## src/rtl/axi2apb_bridge_mp.sv

```systemverilog
// ---------------------------------------------------------------------------
// axi2apb_bridge_mp
// AXI4-Lite slave to APB master bridge serving NUM_SLV APB slaves, each with
// its own PSEL line. The slave is decoded from the AXI address; unmapped
// addresses get DECERR without touching APB. Reads and writes are arbitrated
// round robin (read first after reset), only one transaction is outstanding,
// and an ACCESS phase that waits TOUT_CYCLES without PREADY is abandoned
// with SLVERR.
//
// Optional feature macro: AXI2APB_APB4_EN adds WSTRB, PSTRB and PPROT.
//
// Ports
//   ACLK, ARESET                 clock, synchronous active-high reset
//   AW*/W*/B*                    AXI4-Lite write address, data and response
//   AR*/R*                       AXI4-Lite read address and data
//   PADDR/PWRITE/PENABLE/PWDATA  APB master request, shared by all slaves
//   PSEL[NUM_SLV]                one-hot slave select
//   PRDATA/PREADY/PSLVERR        per-slave APB returns, packed by slave index
//   WSTRB/PSTRB/PPROT            APB4 extras (AXI2APB_APB4_EN only)
// ---------------------------------------------------------------------------
module axi2apb_bridge_mp #(
  parameter int ADDR_WIDTH     = 32,
  parameter int DATA_WIDTH     = 32,
  parameter int APB_ADDR_WIDTH = 16,
  parameter int NUM_SLV        = 4,
  parameter int TOUT_CYCLES    = 16,
  parameter int UD             = 1
) (
  input  logic                          ACLK,
  input  logic                          ARESET,
  input  logic [ADDR_WIDTH-1:0]         AWADDR,
  input  logic                          AWVALID,
  input  logic [2:0]                    AWPROT,
  output logic                          AWREADY,
  input  logic [DATA_WIDTH-1:0]         WDATA,
  input  logic                          WVALID,
  output logic                          WREADY,
  output logic [1:0]                    BRESP,
  output logic                          BVALID,
  input  logic                          BREADY,
  input  logic [ADDR_WIDTH-1:0]         ARADDR,
  input  logic                          ARVALID,
  input  logic [2:0]                    ARPROT,
  output logic                          ARREADY,
  output logic [DATA_WIDTH-1:0]         RDATA,
  output logic [1:0]                    RRESP,
  output logic                          RVALID,
  input  logic                          RREADY,
`ifdef AXI2APB_APB4_EN
  input  logic [DATA_WIDTH/8-1:0]       WSTRB,
  output logic [DATA_WIDTH/8-1:0]       PSTRB,
  output logic [2:0]                    PPROT,
`endif
  output logic [APB_ADDR_WIDTH-1:0]     PADDR,
  output logic                          PWRITE,
  output logic                          PENABLE,
  output logic [NUM_SLV-1:0]            PSEL,
  output logic [DATA_WIDTH-1:0]         PWDATA,
  input  logic [NUM_SLV*DATA_WIDTH-1:0] PRDATA,
  input  logic [NUM_SLV-1:0]            PREADY,
  input  logic [NUM_SLV-1:0]            PSLVERR
);

  localparam int SLV_BITS = (NUM_SLV > 1) ? $clog2(NUM_SLV) : 1;
  localparam logic [SLV_BITS:0] NUM_SLV_L = (SLV_BITS + 1)'(NUM_SLV);
  localparam logic [7:0] TOUT_L = 8'(TOUT_CYCLES);
  localparam logic [1:0] RESP_OKAY   = 2'b00;
  localparam logic [1:0] RESP_SLVERR = 2'b10;
  localparam logic [1:0] RESP_DECERR = 2'b11;

  typedef enum logic [1:0] {
    ST_IDLE   = 2'd0,
    ST_SETUP  = 2'd1,
    ST_ACCESS = 2'd2,
    ST_RESP   = 2'd3
  } state_t;

  state_t                      state_r;
  state_t                      state_nxt_s;

  logic                        prio_wr_r;   // 1: write wins the next tie
  logic                        is_wr_r;
  logic [SLV_BITS-1:0]         idx_r;
  logic [7:0]                  cnt_r;
  logic [APB_ADDR_WIDTH-1:0]   paddr_r;
  logic                        pwrite_r;
  logic                        penable_r;
  logic [NUM_SLV-1:0]          psel_r;
  logic [DATA_WIDTH-1:0]       pwdata_r;
  logic                        bvalid_r;
  logic [1:0]                  bresp_r;
  logic                        rvalid_r;
  logic [1:0]                  rresp_r;
  logic [DATA_WIDTH-1:0]       rdata_r;

  logic                        idle_s;
  logic                        grant_wr_s;
  logic                        grant_rd_s;
  logic [ADDR_WIDTH-1:0]       acc_addr_s;
  logic [SLV_BITS-1:0]         acc_idx_s;
  logic                        acc_mapped_s;
  logic                        sel_ready_s;
  logic                        sel_err_s;
  logic [DATA_WIDTH-1:0]       sel_rdata_s;
  logic                        tout_hit_s;
  logic                        resp_done_s;

  // Arbitration, address decode and selected-slave return muxing
  always_comb begin
    idle_s     = (state_r == ST_IDLE) && !ARESET;
    grant_wr_s = 1'b0;
    grant_rd_s = 1'b0;
    // A lone AW or W never blocks a pending read
    if (idle_s && AWVALID && WVALID && (!ARVALID || prio_wr_r)) begin
      grant_wr_s = 1'b1;
    end else if (idle_s && ARVALID) begin
      grant_rd_s = 1'b1;
    end else begin
      grant_wr_s = 1'b0;
      grant_rd_s = 1'b0;
    end
    acc_addr_s   = grant_wr_s ? AWADDR : ARADDR;
    acc_idx_s    = acc_addr_s[APB_ADDR_WIDTH +: SLV_BITS];
    // Mapped only if the index is populated and nothing above it is set
    acc_mapped_s = ({1'b0, acc_idx_s} < NUM_SLV_L) &&
                   ((acc_addr_s >> (APB_ADDR_WIDTH + SLV_BITS)) == '0);
    sel_ready_s  = PREADY[idx_r];
    sel_err_s    = PSLVERR[idx_r];
    sel_rdata_s  = PRDATA[32'(idx_r) * DATA_WIDTH +: DATA_WIDTH];
    tout_hit_s   = (cnt_r == TOUT_L);
    resp_done_s  = is_wr_r ? (bvalid_r && BREADY) : (rvalid_r && RREADY);
  end

  // Next-state logic
  always_comb begin
    state_nxt_s = state_r;
    case (state_r)
      ST_IDLE: begin
        if (grant_wr_s || grant_rd_s) begin
          state_nxt_s = acc_mapped_s ? ST_SETUP : ST_RESP;
        end else begin
          state_nxt_s = ST_IDLE;
        end
      end
      ST_SETUP: state_nxt_s = ST_ACCESS;
      ST_ACCESS: begin
        if (sel_ready_s || tout_hit_s) begin
          state_nxt_s = ST_RESP;
        end else begin
          state_nxt_s = ST_ACCESS;
        end
      end
      ST_RESP: begin
        if (resp_done_s) begin
          state_nxt_s = ST_IDLE;
        end else begin
          state_nxt_s = ST_RESP;
        end
      end
      default: state_nxt_s = ST_IDLE;
    endcase
  end

  // State register
  always_ff @(posedge ACLK) begin
    if (ARESET) begin
      state_r <= ST_IDLE;
    end else begin
      state_r <= state_nxt_s;
    end
  end

`ifdef AXI2APB_APB4_EN
  logic [DATA_WIDTH/8-1:0] pstrb_r;
  logic [2:0]              pprot_r;

  // APB4 strobe and protection, latched at acceptance and held through ACCESS
  always_ff @(posedge ACLK) begin
    if (ARESET) begin
      pstrb_r <= '0;
      pprot_r <= 3'b000;
    end else if (grant_wr_s || grant_rd_s) begin
      if (acc_mapped_s) begin
        pstrb_r <= grant_wr_s ? WSTRB : '0;
        pprot_r <= grant_wr_s ? AWPROT : ARPROT;
      end
    end
  end

  assign PSTRB = pstrb_r;
  assign PPROT = pprot_r;

  logic unused_ok_s;
  assign unused_ok_s = (UD != 0);
`else
  logic unused_ok_s;
  assign unused_ok_s = ^{(UD != 0), AWPROT, ARPROT};
`endif

  // APB request, timeout counter and AXI response registers
  always_ff @(posedge ACLK) begin
    if (ARESET) begin
      prio_wr_r <= 1'b0;
      is_wr_r   <= 1'b0;
      idx_r     <= '0;
      cnt_r     <= 8'd0;
      paddr_r   <= '0;
      pwrite_r  <= 1'b0;
      penable_r <= 1'b0;
      psel_r    <= '0;
      pwdata_r  <= '0;
      bvalid_r  <= 1'b0;
      bresp_r   <= RESP_OKAY;
      rvalid_r  <= 1'b0;
      rresp_r   <= RESP_OKAY;
      rdata_r   <= '0;
    end else begin
      case (state_r)
        ST_IDLE: begin
          if (grant_wr_s || grant_rd_s) begin
            prio_wr_r <= grant_rd_s;
            is_wr_r   <= grant_wr_s;
            if (acc_mapped_s) begin
              idx_r             <= acc_idx_s;
              paddr_r           <= acc_addr_s[APB_ADDR_WIDTH-1:0];
              pwrite_r          <= grant_wr_s;
              pwdata_r          <= grant_wr_s ? WDATA : '0;
              psel_r            <= '0;
              psel_r[acc_idx_s] <= 1'b1;
            end else begin
              // Unmapped: answer straight away without any APB cycle
              bvalid_r <= grant_wr_s;
              rvalid_r <= grant_rd_s;
              bresp_r  <= grant_wr_s ? RESP_DECERR : RESP_OKAY;
              rresp_r  <= grant_rd_s ? RESP_DECERR : RESP_OKAY;
              rdata_r  <= '0;
            end
          end
        end
        ST_SETUP: begin
          penable_r <= 1'b1;
          cnt_r     <= 8'd0;
        end
        ST_ACCESS: begin
          if (sel_ready_s || tout_hit_s) begin
            psel_r    <= '0;
            penable_r <= 1'b0;
            // PREADY on the last allowed cycle still counts as a completion
            if (is_wr_r) begin
              bvalid_r <= 1'b1;
              bresp_r  <= (sel_ready_s && !sel_err_s) ? RESP_OKAY : RESP_SLVERR;
            end else begin
              rvalid_r <= 1'b1;
              rresp_r  <= (sel_ready_s && !sel_err_s) ? RESP_OKAY : RESP_SLVERR;
              rdata_r  <= (sel_ready_s && !sel_err_s) ? sel_rdata_s : '0;
            end
          end else begin
            cnt_r <= cnt_r + 8'd1;
          end
        end
        ST_RESP: begin
          if (resp_done_s) begin
            bvalid_r <= 1'b0;
            rvalid_r <= 1'b0;
            bresp_r  <= RESP_OKAY;
            rresp_r  <= RESP_OKAY;
            rdata_r  <= '0;
          end
        end
        default: begin
          psel_r    <= '0;
          penable_r <= 1'b0;
        end
      endcase
    end
  end

  assign AWREADY = grant_wr_s;
  assign WREADY  = grant_wr_s;
  assign ARREADY = grant_rd_s;
  assign BVALID  = bvalid_r;
  assign BRESP   = bresp_r;
  assign RVALID  = rvalid_r;
  assign RRESP   = rresp_r;
  assign RDATA   = rdata_r;
  assign PADDR   = paddr_r;
  assign PWRITE  = pwrite_r;
  assign PENABLE = penable_r;
  assign PSEL    = psel_r;
  assign PWDATA  = pwdata_r;

endmodule

```

## config.mk

```make
export PLATFORM = sky130hd
export DESIGN_NAME = axi2apb_bridge_mp
export DESIGN_NICKNAME = d
export VERILOG_FILES = /design/src/rtl/axi2apb_bridge_mp.sv
export SDC_FILE = /design/constraint.sdc
export NUM_CORES = 1
export LEC_CHECK = 0
export CAP_MARGIN = 20
export CORE_MARGIN = 3
export CORE_UTILIZATION = 33
export CTS_CLUSTER_SIZE = 16
export DETAILED_ROUTE_END_ITERATION = 12
export PLACE_DENSITY = 0.75
export SYNTH_ARGS = -nofsm -noshare
export SYNTH_HDL_FRONTEND = slang
export SYNTH_SLANG_ARGS = --single-unit
```

## constraint.sdc

```tcl
create_clock -name ACLK -period 2 [get_ports ACLK]
set_input_delay 0.3 -clock ACLK [delete_from_list [all_inputs] [get_ports ACLK]]
set_output_delay 0.3 -clock ACLK [all_outputs]
set_load 0.005 [all_outputs]
```

==> impl_results.md <==
* Num CTS Buffers at 9
* Post-synth top area share at about 40%
* WHS at 360 ps
* Post-DP HPWL at 16600 microns
* Met2 WL at ~12000 microns
* Share of cells above drive strength 1 at between 20% and 30%
* Failing checks: negative setup slack
* DR iter-0 viols at 404
* Antenna-violating nets left at 0
* Critical path endpoint category: flop
* Crit-path max cell delay at ~510 ps
* Area growth, synth to finish at 92.7%
* GPL Wtd Cong at 0.885
* Largest net degree at the start of global routing at 60
* Switching part of the total at between 20% and 30%
* Yosys warnings at 0
* Layout Nets at 1204
* Rows at 45
* Register area share after synthesis at 40.1%
* CP delay by family, top: compound AO/OA/AOI/OAI gates
* Post-synthesis cell area at 5290 sq um
* Max cap viols at 0
* Hold Path Class: input pin to flop
* Routed WL per cell at 19.6 microns
* Min setup slack post-route at -71.1 ps
* DR pass1 iterations at 5
* Die width at 133 microns
* Inst Count DP at 1130
* Vias/cell at 5.21
* WP data arrival at 2360 ps
* GRT Total Usage at about a quarter
* Post-place setup slack at -455 ps
* Power Total at 6040 uW
* Top layer in use: met4
* Startpoint of the worst hold path: ARESET
* Commonest non-fill, non-tap cell in the layout: clkdlybuf4s50_1
* Met3 wire len at 1590 microns
* Antenna violations before repair at 0
* Starting density of the core at 34.3%
* Global-route wire length before repair at between 30000 and 40000 microns
* Reg2reg path depth at 8
* Synth area leaders: dfxtp_1 (40%), mux4_2 (14%), a21oi_1 (5.6%)
* Post-CTS Hold Buffers at 0
* Worst endpoint required time at ~2300 ps
* WHS Endpoint: state_r[0]
* Ys flop type: dfxtp_1
* FF-to-FF End: RDATA[4]
* Latest clock arrival within the worst-skew pair at 360 ps
* WL final at 23000 microns
* Clk sink count at 106
* Worst hold path depth at 3
* Remaining routing DRC violations at 0
* Core area at 15400 sq um
* Ys async rst share at 0%
* I/O Buffers at 333
* Depth of the CTS H-tree at 3
* Overflow after GRT at 0
* Post-synth EDFFs at 0
* Post-layout min period at 2070 ps
* Clock transition at path regs at 70 ps
* Fin crit share at 104%
* Leakage Power at roughly 0.0038 uW
* Metal-1 WL at about 9500 microns
* Net Count, Synth at 815
* Worst slew margin at 55.9%
* Internal power at 4270 uW
* Die area at 17600 sq um
* Reg2reg setup slack at -70 ps
* Max-slew violations at 0
* Clock tree buffer depth at 2
* CP cell instances: mux4_2, a211o_1, buf_6, nand3_4, buf_8, clkbuf_16, o211ai_1, o21ai_1
* Worst Path Buf+Inv at 3
* CTS tree: done
* Slew @ Worst Pin at 662 ps
* Yosys cell types at 52
* Logic pwr share at 35.1%
* Power per cell area at 592 nW/um^2
* Non-Filler Instances at about 1.2k
* RSZ-0062 raised after global routing: true
* Mapped Avg Cell Area at 9.32 sq um
* Crit-path slowest cell: mux4_2
* Critical path class: flop to flop
* Number of global-route vias before repair at 6069
* #FFs+latches synth at 106
* Max Freq at 0.483 GHz
* Status: complete, but fails checks
* Clock Tree Root: clkbuf_16
* Clock share of power at 27.9%
* IO Pins at between 300 and 400
* Critical R2R Launch: idx_r[0]
* Top cell type by total area after synthesis: dfxtp_1
* Synth Instances at 568
* Commonest non-fill, non-tap cells in the layout: clkdlybuf4s50_1 (317), dfxtp_1 (100), nand2_1 (77)
* Switch Pwr at roughly 1800 uW
* Final setup vio count at 37
* Worst IR Drop VDD at 0.000434 V
* Largest fanout on the critical path at 8
* CP Launch Type: flop
* Seq pwr share at 37.0%
* Chip Height at 133 microns
* Clock skew at 7.27 ps
* Via count of the routed design at 6108
* Final Hold Viols at 0
* # diodes at 0
-- worst max path at each step --
stage               start    endpoint  slack (ps)  cells after the start
4_1_cts        state_r[0]    RRESP[1]         -30                      7
2_1_floorplan  state_r[1]    idx_r[0]           2                      7
3_5_place_dp   ARADDR[18]  PWDATA[14]        -460                      8
3_3_place_gp   ARADDR[18]   PWDATA[2]        -410                      8
6_report         idx_r[0]    RDATA[4]         -70                      8
5_1_grt          idx_r[0]    cnt_r[6]        -140                      7
-- repair_timing --
action	4_1_cts	5_1_grt
buffers inserted	12	7
cloned	1	8
endpoints found under the setup margin	92	91
resized for setup	28	77
pin swaps	14	35
-- metal layers --
layer,vias to the layer above,GRT usage (%)
met4,0,6.29
met3,25,6.84
li1,2904,-
met5,-,0
met2,241,39.8
met1,2938,30.8
-- stage by stage --
step / setup TNS, ps / util, % / area [sq um]
floorplan: 0 / - / 5290
global placement: -37720 / 60.3 / 9310
detailed placement: -40220 / 60.3 / 9310
CTS: -352 / 63.3 / 9770
global route: -3600 / 66.1 / 10200
finish: -1430 / 66.1 / 10200
-- logic make-up (layout without fill, tap and decap cells) --
group	after synthesis	after routing	share of synthesized area, %
AOI/OAI and AO/OA	197	197	22.5
buffers and inverters	59	453	4.75
and+or+nand+nor	141	141	12.1
muxes	59	59	19.4
DFF	106	106	40.1
xor gates and xnor gates	4	4	0.662
adders and majority gates	2	2	0.473
-- worst register-to-register path: stages (launching register included) --
cell and delay (ps):
dfxtp_4 370, mux4_2 520, a211o_1 360, buf_6 150, nand3_4 80, buf_8 150
clkbuf_16 170, o211ai_1 100, o21ai_1 110
-- synth_stat cells (8+ instances only) --
master and n:
dfxtp_1 106, nand2_1 77, a21oi_1 59, o21ai_1 49
clkbuf_1 35, mux4_2 34, o211ai_1 33, o21ai_0 21
mux2i_1 20, nor2_1 20, a211oi_1 18, inv_1 9
nor4_1 8
-- power groups by stage --
stage | logic, uW | clock network (uW) | registers, uW
2_1_floorplan | 603 | 0 | 2270
3_3_place_gp | 1640 | 0 | 2270
3_5_place_dp | 1660 | 0 | 2270
4_1_cts | 1800 | 1720 | 2230
5_1_grt | 2230 | 1790 | 2240
6_report | 2120 | 1680 | 2240
-- state kept, by name, summed over array words and instances (netlist names) --
| register | count |
|---|---|
| PWDATA | 32 |
| idx_r | 2 |
| prio_wr_r | 1 |
| PWRITE | 1 |
| cnt_r | 8 |
| BRESP | 2 |
| RVALID | 1 |
| RDATA | 32 |
| state_r | 2 |
| PADDR | 16 |
| is_wr_r | 1 |
| RRESP | 2 |
| BVALID | 1 |
| PSEL | 4 |
| PENABLE | 1 |
-- cell type report --
cell class,count,area [sq um]
well taps,211,264
clock inverters,5,30.0
fillers,1274,5230
inverters,10,40.0
clock buffers,11,243
repair buffers,427,4340
multi-input cells,403,3150
flip-flops and latches,106,2140
No activity file was read; power rests on OpenSTA's default activity.
